**src/rtl/onn_settle_ctrl.sv**
```systemverilog
// Settle sequencer for the 3x5 ONN phase registers: issues drop/state_cheak strobes
// and declares convergence after STABLE_CHECKS quiet checks. Optional: ONN_TIMEOUT_EN.
module onn_settle_ctrl #(
    parameter int unsigned N_NEURONS     = 15,
    parameter int unsigned PERIOD        = 16,
    parameter int unsigned STABLE_CHECKS = 3,
    parameter int unsigned ITER_W        = 8
`ifdef ONN_TIMEOUT_EN
    ,
    parameter int unsigned MAX_ITER      = 255
`endif
) (
    input  logic                 clk,
    input  logic                 re,
    input  logic                 start,
    input  logic [N_NEURONS-1:0] state_changed,
    output logic                 drop,
    output logic                 state_cheak,
    output logic                 busy,
    output logic                 done,
    output logic                 converged,
    output logic [ITER_W-1:0]    iter_cnt
`ifdef ONN_TIMEOUT_EN
    ,
    output logic                 timeout
`endif
);

    localparam int unsigned PCNT_W = $clog2(PERIOD);
    localparam int unsigned STAB_W = $clog2(STABLE_CHECKS + 1);

    localparam logic [PCNT_W-1:0] PCNT_LAST = PCNT_W'(PERIOD - 2);
    localparam logic [STAB_W-1:0] STAB_LAST = STAB_W'(STABLE_CHECKS - 1);
    localparam logic [ITER_W-1:0] ITER_SAT  = '1;

    typedef enum logic [2:0] {
        S_IDLE  = 3'd0,
        S_LOAD  = 3'd1,
        S_WAIT  = 3'd2,
        S_CHECK = 3'd3,
        S_EVAL  = 3'd4,
        S_DONE  = 3'd5
    } state_t;

    state_t              state, state_d;
    logic [PCNT_W-1:0]   pcnt, pcnt_d;
    logic [STAB_W-1:0]   stab, stab_d;
    logic [ITER_W-1:0]   iter_d, iter_inc;
    logic                conv_d;
    logic                launch;
    logic                any_chg;
`ifdef ONN_TIMEOUT_EN
    logic                tmo_d;
`endif

    // Next-state and next-output logic
    always_comb begin
        state_d  = state;
        pcnt_d   = pcnt;
        stab_d   = stab;
        iter_d   = iter_cnt;
        conv_d   = converged;
        launch   = 1'b0;
        any_chg  = |state_changed;
        iter_inc = (iter_cnt == ITER_SAT) ? iter_cnt : iter_cnt + ITER_W'(1);
`ifdef ONN_TIMEOUT_EN
        tmo_d    = timeout;
`endif

        unique case (state)
            S_IDLE: begin
                if (start) begin
                    launch = 1'b1;
                end
            end
            S_LOAD: begin
                state_d = S_WAIT;
                pcnt_d  = '0;
            end
            S_WAIT: begin
                if (pcnt == PCNT_LAST) begin
                    state_d = S_CHECK;
                end else begin
                    pcnt_d = pcnt + PCNT_W'(1);
                end
            end
            S_CHECK: begin
                state_d = S_EVAL;
                pcnt_d  = '0;
            end
            S_EVAL: begin
                stab_d = any_chg ? '0 : stab + STAB_W'(1);
                iter_d = iter_inc;
                if (!any_chg && (stab == STAB_LAST)) begin
                    state_d = S_DONE;
                    conv_d  = 1'b1;
                end
`ifdef ONN_TIMEOUT_EN
                else if (iter_inc == ITER_W'(MAX_ITER)) begin
                    state_d = S_DONE;
                    conv_d  = 1'b0;
                    tmo_d   = 1'b1;
                end
`endif
                else if (PCNT_LAST == '0) begin
                    state_d = S_CHECK;
                end else begin
                    // EVAL itself is period slot 0, so the wait resumes at 1
                    state_d = S_WAIT;
                    pcnt_d  = PCNT_W'(1);
                end
            end
            S_DONE: begin
                if (start) begin
                    launch = 1'b1;
                end
            end
            default: begin
                state_d = S_IDLE;
            end
        endcase

        // Run launch: all run status is cleared on entry to LOAD
        if (launch) begin
            state_d = S_LOAD;
            pcnt_d  = '0;
            stab_d  = '0;
            iter_d  = '0;
            conv_d  = 1'b0;
`ifdef ONN_TIMEOUT_EN
            tmo_d   = 1'b0;
`endif
        end
    end

    // State, counters and registered outputs
    always_ff @(posedge clk) begin
        if (re) begin
            state       <= S_IDLE;
            pcnt        <= '0;
            stab        <= '0;
            drop        <= 1'b0;
            state_cheak <= 1'b0;
            busy        <= 1'b0;
            done        <= 1'b0;
            converged   <= 1'b0;
            iter_cnt    <= '0;
`ifdef ONN_TIMEOUT_EN
            timeout     <= 1'b0;
`endif
        end else begin
            state       <= state_d;
            pcnt        <= pcnt_d;
            stab        <= stab_d;
            drop        <= (state_d == S_LOAD);
            state_cheak <= (state_d == S_CHECK);
            busy        <= (state_d == S_LOAD) || (state_d == S_WAIT) ||
                           (state_d == S_CHECK) || (state_d == S_EVAL);
            done        <= (state_d == S_DONE);
            converged   <= conv_d;
            iter_cnt    <= iter_d;
`ifdef ONN_TIMEOUT_EN
            timeout     <= tmo_d;
`endif
        end
    end

endmodule
```
**config.mk**
```make
export PLATFORM = sky130hd
export DESIGN_NAME = onn_settle_ctrl
export DESIGN_NICKNAME = d
export VERILOG_FILES = /design/src/rtl/onn_settle_ctrl.sv
export SDC_FILE = /design/constraint.sdc
export NUM_CORES = 1
export LEC_CHECK = 0
export CAP_MARGIN = 40
export CORE_AREA = 2 2 59 55
export CTS_BUF_LIST = sky130_fd_sc_hd__clkbuf_16
export DETAILED_ROUTE_END_ITERATION = 8
export DIE_AREA = 0 0 61 57
export GPL_TIMING_DRIVEN = 0
export PLACE_DENSITY = 0.84
export SLEW_MARGIN = 10
export SYNTH_ARGS = -nofsm -noshare
export SYNTH_HDL_FRONTEND = slang
export SYNTH_SLANG_ARGS = --single-unit
```
**constraint.sdc**
```tcl
create_clock -name clk -period 2 [get_ports clk]
set_input_delay 0.5 -clock clk [delete_from_list [all_inputs] [get_ports clk]]
set_output_delay 0.5 -clock clk [all_outputs]
set_load 0.01 [all_outputs]
```
==> results.json <==
{
  "dp_hpwl_mm": 1.97,
  "cap_violations": 0,
  "dp.cells": 218,
  "switching_share": 0.222,
  "intPower_mw": 0.780,
  "failed_checks": "negative setup slack",
  "setup_ws_ps": -35.6,
  "grt_antenna_before_repair": 0,
  "rsz0062_at_grt": "true",
  "num_vias": 1210,
  "grt_usage": 0.172,
  "hold_path_class": "flip-flop to flip-flop",
  "synth-edff-count": 0,
  "worstPathRequired_ps": 2160,
  "diodes": 0,
  "firstDrtPassIters": 4,
  "cts_buffers": 3,
  "synth_largest_area_cell": "dfxtp_1",
  "fmax_mhz": 491,
  "drt_wl_total_mm": 2.88,
  "yosysSeqAreaShare": 0.371,
  "area_growth_pct": 39.5,
  "grt_pass1_wl_mm": 4.71,
  "viasPerCell": 5.43,
  "cts_tree": "built",
  "cts_sinks": 22,
  "ioPinCount": 31,
  "setup_violations": 2,
  "drive_gt1_frac": 0.0994,
  "stdcell_count": 223,
  "clock_latency_ps": 250,
  "timing.final.crit_share": 1.02,
  "cellPowerDensity_nw_per_um2": 604,
  "chipWidth_um": 61,
  "crit_path_end_kind": "flip-flop",
  "fp.dieArea_um2": 3480,
  "clk_pin_slew_ps": 60,
  "seqPwrFrac": 0.453,
  "num-fill-cells": 261,
  "nNetsFinal": 204,
  "synth_top_cell_area_share": 0.371,
  "crit_path_top_delay_cell": "or4_4",
  "fp.coreArea_um2": 2920,
  "critPathMaxFanout": 7,
  "die_y_um": 57,
  "placementRows": 19,
  "slew_headroom": 0.678,
  "cts_root_buffer": "clkbuf_16",
  "setup_tns_ps": -35.7,
  "status": "complete, but fails checks",
  "start_util": 0.407,
  "htreeDepth": 1,
  "critPathArrivalTime_ps": 2190,
  "seq_area_um2": 443,
  "finalMaxSlewViolations": 0,
  "hold_buffers": 0,
  "skew_ps": 0.902,
  "synthFlopType": "dfxtp_1",
  "utilization": 0.567,
  "detail_route.iter0.violations": 49,
  "crit_chain": "buf_6 > or3b_4 > or4_4 > or3_1 > buf_6 > a311oi_2",
  "vdd.ir_drop.worst_mv": 0.496,
  "critPathBufInv": 2,
  "multi_input_comb_area_um2": 711,
  "yosys.cell_count.top_type": "dfxtp_1",
  "synthTopCellsByArea": "dfxtp_1 (37%), a21oi_1 (8.4%), ha_1 (4.2%)",
  "synth.distinct_cells": 38,
  "hold_viol": 0,
  "grt_overflow": 0,
  "final_antenna_net_count": 0,
  "ys_ff_latch": 22,
  "p_leak_nw": 0.535,
  "grt_pass1_vias": 1093,
  "tightest_slew_ps": 480,
  "place_ws_ps": -352,
  "cpLargestDelayFamily": "simple AND/OR/NAND/NOR gates",
  "drc_errors": 0,
  "syn_inst": 147,
  "synth_nets": 169,
  "period_minus_slack_ps": 2040,
  "clock_tree.buffer_depth": 2,
  "avgSynthCellArea_um2": 8.09,
  "port_buffers": 29,
  "pwr-share-clk": 0.415,
  "critPathKind": "flip-flop to flip-flop",
  "syn-cell-area_um2": 1190,
  "p_switching_mw": 0.222,
  "async_flop_share": 0,
  "grt_max_degree": 13,
  "gp_congestion": 0.898,
  "wl_per_cell_um": 12.9,
  "pwr-share-comb": 0.132,
  "ys_warn_count": 0,
  "slowest_delay_ps": 440,
  "synth_common_cells": "dfxtp_1 (22), a21oi_1 (20), o21ai_0 (10)",
  "crit_top_cell": "buf_6",
  "cp-start-kind": "flip-flop"
}
## kinds of logic after synthesis
kind of cell | after synthesis | share of synthesized area
xor+xnor | 2 | 0.0147
compound gates | 46 | 0.235
fa+ha+maj | 4 | 0.0421
mux | 1 | 0.00842
buf+inv | 16 | 0.0632
simple gates | 56 | 0.266
flops | 22 | 0.371
## registers in the layout (all words and copies together), names as in the netlist
signal,count
busy,1
converged,1
done,1
drop,1
iter_cnt,8
pcnt,4
stab,2
state,3
state_cheak,1
## layout by cell type (no fill, tap or decap), types with 2 or more instances in the layout
master,count
dfxtp_2,2
and3_1,2
clkbuf_16,3
nor2_1,9
inv_1,9
nor3_1,3
o31a_1,2
nand2_1,9
a31oi_1,3
buf_6,2
ha_1,4
or3_1,5
clkdlybuf4s50_1,29
o21ai_0,10
nor4_2,2
a21oi_1,20
nand3_1,7
dfxtp_1,20
nand4_1,2
nand2b_1,2
xnor2_1,2
or4_1,3
nor2b_1,3
clkbuf_1,5
o31ai_1,2
## repair_timing
item,in CTS,in global routing
buffers inserted,1,0
endpoints found under the setup margin,6,11
pin swaps,2,0
gates resized for setup,3,5
hold endpoints to repair,0,0
## worst register-to-register path: stages (launching register included)
cell	delay, ps
dfxtp_1	300
buf_6	130
or3b_4	390
or4_4	440
or3_1	330
buf_6	150
a311oi_2	210
## per-stage QoR
step                      instance area (µm²)  total power [mW]  hold slack [ps]
after global placement                   1530             0.583              442
after global routing                     1660              1.04              482
after detailed placement                 1530             0.585              437
final                                    1660              1.00              452
after floorplan                          1190             0.529              436
after CTS                                1630              1.00              453
## per-layer routing
| layer | share of wire | GRT usage |
|---|---|---|
| met5 | 0 | 0 |
| met4 | 0.012 | 0.0311 |
| met3 | 0.055 | 0.0408 |
| met2 | 0.46 | 0.273 |
| met1 | 0.47 | 0.241 |
## area by class of cell
class / instances / area share
Tap cell: 42 / 0.0317
Timing Repair Buffer: 30 / 0.180
Clock inverter: 1 / 0.00226
Sequential cell: 22 / 0.267
Buffer: 7 / 0.0249
Inverter: 9 / 0.0204
Multi-Input combinational cell: 109 / 0.429
Clock buffer: 3 / 0.0453
## power by group through the flow
stage / clock network [mW] / registers (mW) / logic, mW
after floorplan: 0 / 0.463 / 0.0662
after global placement: 0 / 0.462 / 0.121
after detailed placement: 0 / 0.462 / 0.122
after CTS: 0.421 / 0.453 / 0.127
after global routing: 0.438 / 0.455 / 0.145
final: 0.415 / 0.454 / 0.133
## path summary, 6_finish.rpt
| kind | start | to | slack [ps] | cells past startpoint |
|---|---|---|---|---|
| hold reg to reg | converged | converged | 450 | 2 |
| setup / recovery | state[0] | pcnt[3] | -40 | 6 |
| hold / removal | converged | converged | 450 | 2 |
| setup reg to reg | state[0] | pcnt[3] | -40 | 6 |
Power figures use the tool's default switching activity.
